### config.mk
export PLATFORM = sky130hd
export DESIGN_NAME = byte_serial_adder32_flat
export DESIGN_NICKNAME = d
export VERILOG_FILES = /design/src/rtl/byte_serial_adder32_pkg.sv /design/src/rtl/byte_serial_adder32_if.sv /design/src/rtl/byte_serial_adder32_slice.sv /design/src/rtl/byte_serial_adder32.sv /design/src/flat_wrapper.sv
export SDC_FILE = /design/constraint.sdc
export NUM_CORES = 1
export LEC_CHECK = 0
export ABC_AREA = 1
export BUFFER_PORTS_ARGS = -buffer_cell sky130_fd_sc_hd__buf_4
export CORE_MARGIN = 2
export CORE_UTILIZATION = 40
export CTS_CLUSTER_DIAMETER = 150
export DETAILED_ROUTE_END_ITERATION = 10
export PLACE_DENSITY = 0.59
export SKIP_LAST_GASP = 1
export SLEW_MARGIN = 5
export SYNTH_ARGS = -nofsm -noshare
export SYNTH_HDL_FRONTEND = slang
export SYNTH_SLANG_ARGS = --single-unit
### constraint.sdc
create_clock -name clk_i -period 9.1 [get_ports clk_i]
set_input_delay 1.82 -clock clk_i [delete_from_list [all_inputs] [get_ports clk_i]]
set_output_delay 1.82 -clock clk_i [all_outputs]
set_load 0.03 [all_outputs]
### src/rtl/byte_serial_adder32_pkg.sv
// rtl/byte_serial_adder32_pkg.sv - shared types and constants for the byte-serial adder
package bsa_pkg;

    typedef enum logic [1:0] {
        IDLE = 2'd0,
        CALC = 2'd1,
        DONE = 2'd2
    } bsa_state_t;

    localparam int BYTE_W = 8;

    // A single-byte build still needs a 1-bit index register.
    function automatic int idx_width(input int nbytes);
        return (nbytes > 1) ? $clog2(nbytes) : 1;
    endfunction

endpackage

### src/rtl/byte_serial_adder32_if.sv
// rtl/byte_serial_adder32_if.sv - operand/result handshake bundle; sub_i present only with BSA_SUB_EN
interface byte_serial_adder32_if #(
    parameter int NBYTES = 4
) ();

    localparam int W = bsa_pkg::BYTE_W * NBYTES;

    logic         in_valid_i;
    logic         in_ready_o;
    logic [W-1:0] a_i;
    logic [W-1:0] b_i;
`ifdef BSA_SUB_EN
    logic         sub_i;
`endif
    logic         out_valid_o;
    logic         out_ready_i;
    logic [W-1:0] sum_o;
    logic         carry_o;
    logic         overflow_o;
    logic         zero_o;

    modport slave (
`ifdef BSA_SUB_EN
        input  sub_i,
`endif
        input  in_valid_i, a_i, b_i, out_ready_i,
        output in_ready_o, out_valid_o, sum_o, carry_o, overflow_o, zero_o
    );

    modport master (
`ifdef BSA_SUB_EN
        output sub_i,
`endif
        output in_valid_i, a_i, b_i, out_ready_i,
        input  in_ready_o, out_valid_o, sum_o, carry_o, overflow_o, zero_o
    );

endinterface

### src/rtl/byte_serial_adder32_slice.sv
// rtl/byte_serial_adder32_slice.sv - 8-bit ripple adder slice shared across all bytes
module byte_add_slice
    import bsa_pkg::*;
(
    input  logic [BYTE_W-1:0] a,
    input  logic [BYTE_W-1:0] b,
    input  logic              cin,
    output logic [BYTE_W-1:0] sum,
    output logic              cout
);

    assign {cout, sum} = {1'b0, a} + {1'b0, b} + {{BYTE_W{1'b0}}, cin};

endmodule

### src/rtl/byte_serial_adder32.sv
// rtl/byte_serial_adder32.sv - byte-serial 8*NBYTES adder top; BSA_SUB_EN adds subtract
module byte_serial_adder32
    import bsa_pkg::*;
#(
    parameter int NBYTES = 4
) (
    input logic                 clk_i,
    input logic                 rst_i,
    byte_serial_adder32_if.slave bus
);

    localparam int W  = BYTE_W * NBYTES;
    localparam int IW = idx_width(NBYTES);
    localparam logic [IW-1:0] LAST = IW'(NBYTES - 1);

    bsa_state_t state, state_next;

    logic [W-1:0]      a_q, b_q, sum_q, sum_next;
    logic              carry_q, c_q, v_q, z_q;
    logic [IW-1:0]     idx_q;
    logic [BYTE_W-1:0] a_byte, b_byte, s_byte;
    logic              cout;
    logic              in_ready, out_valid, accept;

    assign a_byte = a_q[idx_q*BYTE_W +: BYTE_W];
    assign b_byte = b_q[idx_q*BYTE_W +: BYTE_W];

    byte_add_slice u_slice (
        .a   (a_byte),
        .b   (b_byte),
        .cin (carry_q),
        .sum (s_byte),
        .cout(cout)
    );

    always_ff @(posedge clk_i or posedge rst_i) begin
        if (rst_i) state <= IDLE;
        else       state <= state_next;
    end

    always_comb begin
        state_next = state;
        case (state)
            IDLE:    if (bus.in_valid_i) state_next = CALC;
            CALC:    if (idx_q == LAST) state_next = DONE;
            DONE:    if (bus.out_ready_i) state_next = bus.in_valid_i ? CALC : IDLE;
            default: state_next = IDLE;
        endcase
    end

    // The consumer's ready is forwarded so a result and new operands can swap in one cycle.
    always_comb begin
        in_ready  = (state == IDLE) || ((state == DONE) && bus.out_ready_i);
        out_valid = (state == DONE);
    end

    assign accept = bus.in_valid_i && in_ready;

    always_comb begin
        sum_next = sum_q;
        sum_next[idx_q*BYTE_W +: BYTE_W] = s_byte;
    end

    always_ff @(posedge clk_i or posedge rst_i) begin
        if (rst_i) begin
            a_q     <= '0;
            b_q     <= '0;
            sum_q   <= '0;
            carry_q <= 1'b0;
            idx_q   <= '0;
            c_q     <= 1'b0;
            v_q     <= 1'b0;
            z_q     <= 1'b0;
        end else if (accept) begin
            a_q   <= bus.a_i;
            idx_q <= '0;
`ifdef BSA_SUB_EN
            b_q     <= bus.sub_i ? ~bus.b_i : bus.b_i;
            carry_q <= bus.sub_i;
`else
            b_q     <= bus.b_i;
            carry_q <= 1'b0;
`endif
        end else if (state == CALC) begin
            sum_q   <= sum_next;
            carry_q <= cout;
            idx_q   <= idx_q + 1'b1;
            if (idx_q == LAST) begin
                c_q <= cout;
                // Carry into the MSB is recovered from the top bit's operands and sum.
                v_q <= a_byte[BYTE_W-1] ^ b_byte[BYTE_W-1] ^ s_byte[BYTE_W-1] ^ cout;
                z_q <= (sum_next == '0);
            end
        end
    end

    assign bus.in_ready_o  = in_ready;
    assign bus.out_valid_o = out_valid;
    assign bus.sum_o       = sum_q;
    assign bus.carry_o     = c_q;
    assign bus.overflow_o  = v_q;
    assign bus.zero_o      = z_q;

endmodule

### src/flat_wrapper.sv
// flat-port wrapper written by rule: the top's interface ports become plain ports
module byte_serial_adder32_flat import bsa_pkg::*;
#(
    parameter int NBYTES = 4
)
  (clk_i, rst_i, bus_in_valid_i, bus_a_i, bus_b_i, bus_out_ready_i, bus_in_ready_o, bus_out_valid_o, bus_sum_o, bus_carry_o, bus_overflow_o, bus_zero_o);
  byte_serial_adder32_if #(.NBYTES(NBYTES)) bus_i ();
  input logic clk_i;
  input logic rst_i;
  input wire logic [$bits(bus_i.in_valid_i)-1:0] bus_in_valid_i;
  input wire logic [$bits(bus_i.a_i)-1:0] bus_a_i;
  input wire logic [$bits(bus_i.b_i)-1:0] bus_b_i;
  input wire logic [$bits(bus_i.out_ready_i)-1:0] bus_out_ready_i;
  output wire logic [$bits(bus_i.in_ready_o)-1:0] bus_in_ready_o;
  output wire logic [$bits(bus_i.out_valid_o)-1:0] bus_out_valid_o;
  output wire logic [$bits(bus_i.sum_o)-1:0] bus_sum_o;
  output wire logic [$bits(bus_i.carry_o)-1:0] bus_carry_o;
  output wire logic [$bits(bus_i.overflow_o)-1:0] bus_overflow_o;
  output wire logic [$bits(bus_i.zero_o)-1:0] bus_zero_o;
  assign bus_i.in_valid_i = bus_in_valid_i;
  assign bus_i.a_i = bus_a_i;
  assign bus_i.b_i = bus_b_i;
  assign bus_i.out_ready_i = bus_out_ready_i;
  assign bus_in_ready_o = bus_i.in_ready_o;
  assign bus_out_valid_o = bus_i.out_valid_o;
  assign bus_sum_o = bus_i.sum_o;
  assign bus_carry_o = bus_i.carry_o;
  assign bus_overflow_o = bus_i.overflow_o;
  assign bus_zero_o = bus_i.zero_o;
  byte_serial_adder32 #(.NBYTES(NBYTES)) u_core (.clk_i(clk_i), .rst_i(rst_i), .bus(bus_i));
endmodule
==> results.txt <==
outcome: finished, final reports clean
worst slew pin tran: 876 ps
fraction of layout cells with a size suffix above 1: 31.3%
worst hold stages: 1
register clock-pin slew on the reported worst setup and hold paths: 60 ps
area of the mapped netlist: 5410 µm²
worst supply voltage drop on vdd: 153 µV
final period utilization: 45.0%
standard-cell rows: 42
Seq/Total Area, Yosys: 48.1%
sort of element at the start of the critical path: primary input
final setup skew: 13.6 ps
number of flops mapped to enable cells by yosys: 0
Post-CTS Repair Setup Buffers: 0
power after layout: 2970 µW
post-layout min period: 4100 ps
share of synthesized flip-flops with an asynchronous set or reset: 100%
clock latency at the later pin of the worst-skew pair: 360 ps
total detailed-routing wirelength: 13,300 µm
final estimated routing congestion in global placement: 0.849
Post-DRT Antenna Nets: 0
fmax: 244 MHz
post-route core utilization: 50.0%
kind of end point of the critical path: output port
CTS tree: yes
max-capacitance violation count: 0
Crit Path Category: primary input to output port
area of all placed cells without fillers: 6620 µm²
maximum net fanout on the critical path: 2
total overflow reported by the global router: 0
launch point of the worst hold path: u_core.b_q[8]
net switching power of the design: 1430 µW
setup repair after global routing missed its margin: no
Final HPWL DP: 9560 µm
root buffer selected by CTS: sky130_fd_sc_hd__clkbuf_16
number of global-route vias before repair: 4,490
H-tree level count: 3
vertical die dimension: 120 µm
commonest non-fill, non-tap cell in the layout: sky130_fd_sc_hd__nand2_1
Fin Hold WS: 502 ps
endpoint of the worst register-to-register path: u_core.bus.zero_o
dpl cell area: 6320 µm²
PortBufs: 104
All-Layer GR Usage: 19.2%
headroom to the max-slew limit: 41.5%
number of unique standard cell types used by synthesis: 29
routed vias: 4,456
clock sink total: 104
area grow syn2layout: 22.2%
startpoint of the lowest-slack register-to-register path: u_core.idx_q[1]
FF-to-FF path depth: 18
routed wirelength normalized by instance count: 15.3 µm
initial antenna violation count: 0
initial core utilization: 40.9%
final antenna diode count: 0
CP arrival: 2280 ps
share of total power in sequential cells: 27.3%
Hold EP: u_core.b_q[8]
register bit total from synthesis: 104
relative contribution of the clock network to total power: 13.5%
Mapped Avg Cell Area: 9.13 µm²
cell type with the largest total area after synthesis: sky130_fd_sc_hd__dfrtp_1
number of fill cells in the layout: 1,309
post-detailed-route via-to-cell ratio: 5.15
sw frac: 48.0%
number of iterations in the first detailed-routing pass: 4
number of setup violations in the final report: 0
biggest area contributors in the synthesized netlist: sky130_fd_sc_hd__dfrtp_1 48%, sky130_fd_sc_hd__mux2_2 14%, sky130_fd_sc_hd__nand2_1 7.8%
standard cell core area: 13,200 µm²
area share of the largest cell type after synthesis: 48.1%
number of clock buffers inserted by TritonCTS: 9
number of nets in the final layout: 769
internal power consumption: 1540 µW
boundary pin count: 105
Net Count, Synth: 676
count of synthesis-stage warnings from yosys: 0
critical path data required time: 7280 ps
post-route setup TNS: 0 ps
pwr dens: 449 nW/µm²
static leakage: 0.00316 µW
commonest cells after routing, fill and taps aside: 111 x sky130_fd_sc_hd__nand2_1, 107 x sky130_fd_sc_hd__buf_4, 104 x sky130_fd_sc_hd__dfrtp_1, 74 x sky130_fd_sc_hd__nor2_1, 65 x sky130_fd_sc_hd__mux2_2
Final Hold Vio Count: 0
flop-to-flop setup slack: 5350 ps
number of instances in the synthesized netlist: 593
Final Max Slew Viols: 0
drc violations: 0
Die Area: 14,500 µm²
Resized Gates After CTS: 0
pin count of the biggest net entering global routing: 68
worst min path class: register to register
dominant register cell in the synthesized netlist: sky130_fd_sc_hd__dfrtp_1
number of violations reported at the end of detailed-routing iteration 0: 210
global-route wire length before repair: 21,800 µm
hold buffers post-CTS: 0
Gate power share: 59.2%
clock tree buffer depth: 2
x dimension of the die: 120 µm
critical path: stages:
cell                      delay, ps
sky130_fd_sc_hd__buf_4           80
sky130_fd_sc_hd__inv_1           40
sky130_fd_sc_hd__a21oi_2        150
sky130_fd_sc_hd__buf_4          180
power groups by stage:
stage,clock (µW),sequential (µW),combinational [µW]
2_1_floorplan,0,878,1240
3_3_place_gp,0,814,1730
3_5_place_dp,0,821,1760
4_1_cts,410,813,1760
5_1_grt,427,840,1960
6_report,400,811,1760
kinds of logic (layout without fill, tap and decap cells):
family                   count (synthesis)  after routing  share of synthesized area [%]
AND/OR/NAND/NOR                        233            233                           18.4
flip-flops                             104            104                           48.1
AO/OA/AOI/OAI                          101            101                           10.4
buffers and inverters                   74            171                           5.69
multiplexers                            65             65                           13.5
adder cells (fa/ha/maj)                 15             15                           3.74
XOR/XNOR                                 1              1                          0.162
flip-flops by register name (all words and copies together), names as in the netlist:
name and flops:
u_core.a_q 32, u_core.b_q 32, u_core.bus.carry_o 1, u_core.bus.overflow_o 1
u_core.bus.sum_o 32, u_core.bus.zero_o 1, u_core.carry_q 1, u_core.idx_q 2
u_core.state 2
synthesized netlist by cell type, types with 3 or more instances:
library cell	count
sky130_fd_sc_hd__nand2_1	112
sky130_fd_sc_hd__dfrtp_1	104
sky130_fd_sc_hd__nor2_1	74
sky130_fd_sc_hd__mux2_2	65
sky130_fd_sc_hd__o21ai_0	58
sky130_fd_sc_hd__inv_1	40
sky130_fd_sc_hd__nand3_1	21
sky130_fd_sc_hd__o22ai_1	20
sky130_fd_sc_hd__clkbuf_1	13
sky130_fd_sc_hd__ha_1	13
sky130_fd_sc_hd__nand4_1	11
sky130_fd_sc_hd__a31oi_1	10
sky130_fd_sc_hd__inv_2	9
sky130_fd_sc_hd__nand2_2	9
sky130_fd_sc_hd__buf_2	6
sky130_fd_sc_hd__a21oi_2	4
sky130_fd_sc_hd__buf_4	4
sky130_fd_sc_hd__o21ai_1	4
sky130_fd_sc_hd__nand3_2	3
per-stage QoR:
stage               setup slack, ps  std cells
global placement               5020        851
finish                         5000        866
global route                   4940        866
floorplan                      4550        593
CTS                            5000        866
detailed placement             5000        851
layer usage:
metal | track usage [%] | wire length [µm]
met1 | 25.6 | 6090
met2 | 30.7 | 6270
met3 | 3.87 | 668
met4 | 7.56 | 235
met5 | 0 | 0
worst max path at each step:
stage / startpoint / endpoint / slack, ps
floorplan: rst_i / u_core.a_q[0] / 4550
global placement: bus_out_ready_i / bus_in_ready_o / 5020
detailed placement: bus_out_ready_i / bus_in_ready_o / 5000
CTS: bus_out_ready_i / bus_in_ready_o / 5000
global route: u_core.idx_q[1] / u_core.bus.zero_o / 4940
finish: bus_out_ready_i / bus_in_ready_o / 5000
area by class of cell:
cell class	count	area, µm²	share of cell area, %
inverters	49	186	2.82
multi-input cells	415	2510	37.9
clock buffers	9	225	3.40
clock inverters	6	73.8	1.12
repair buffers	107	803	12.1
well taps	176	220	3.33
flip-flops and latches	104	2600	39.3
Power figures use the tool's default switching activity.
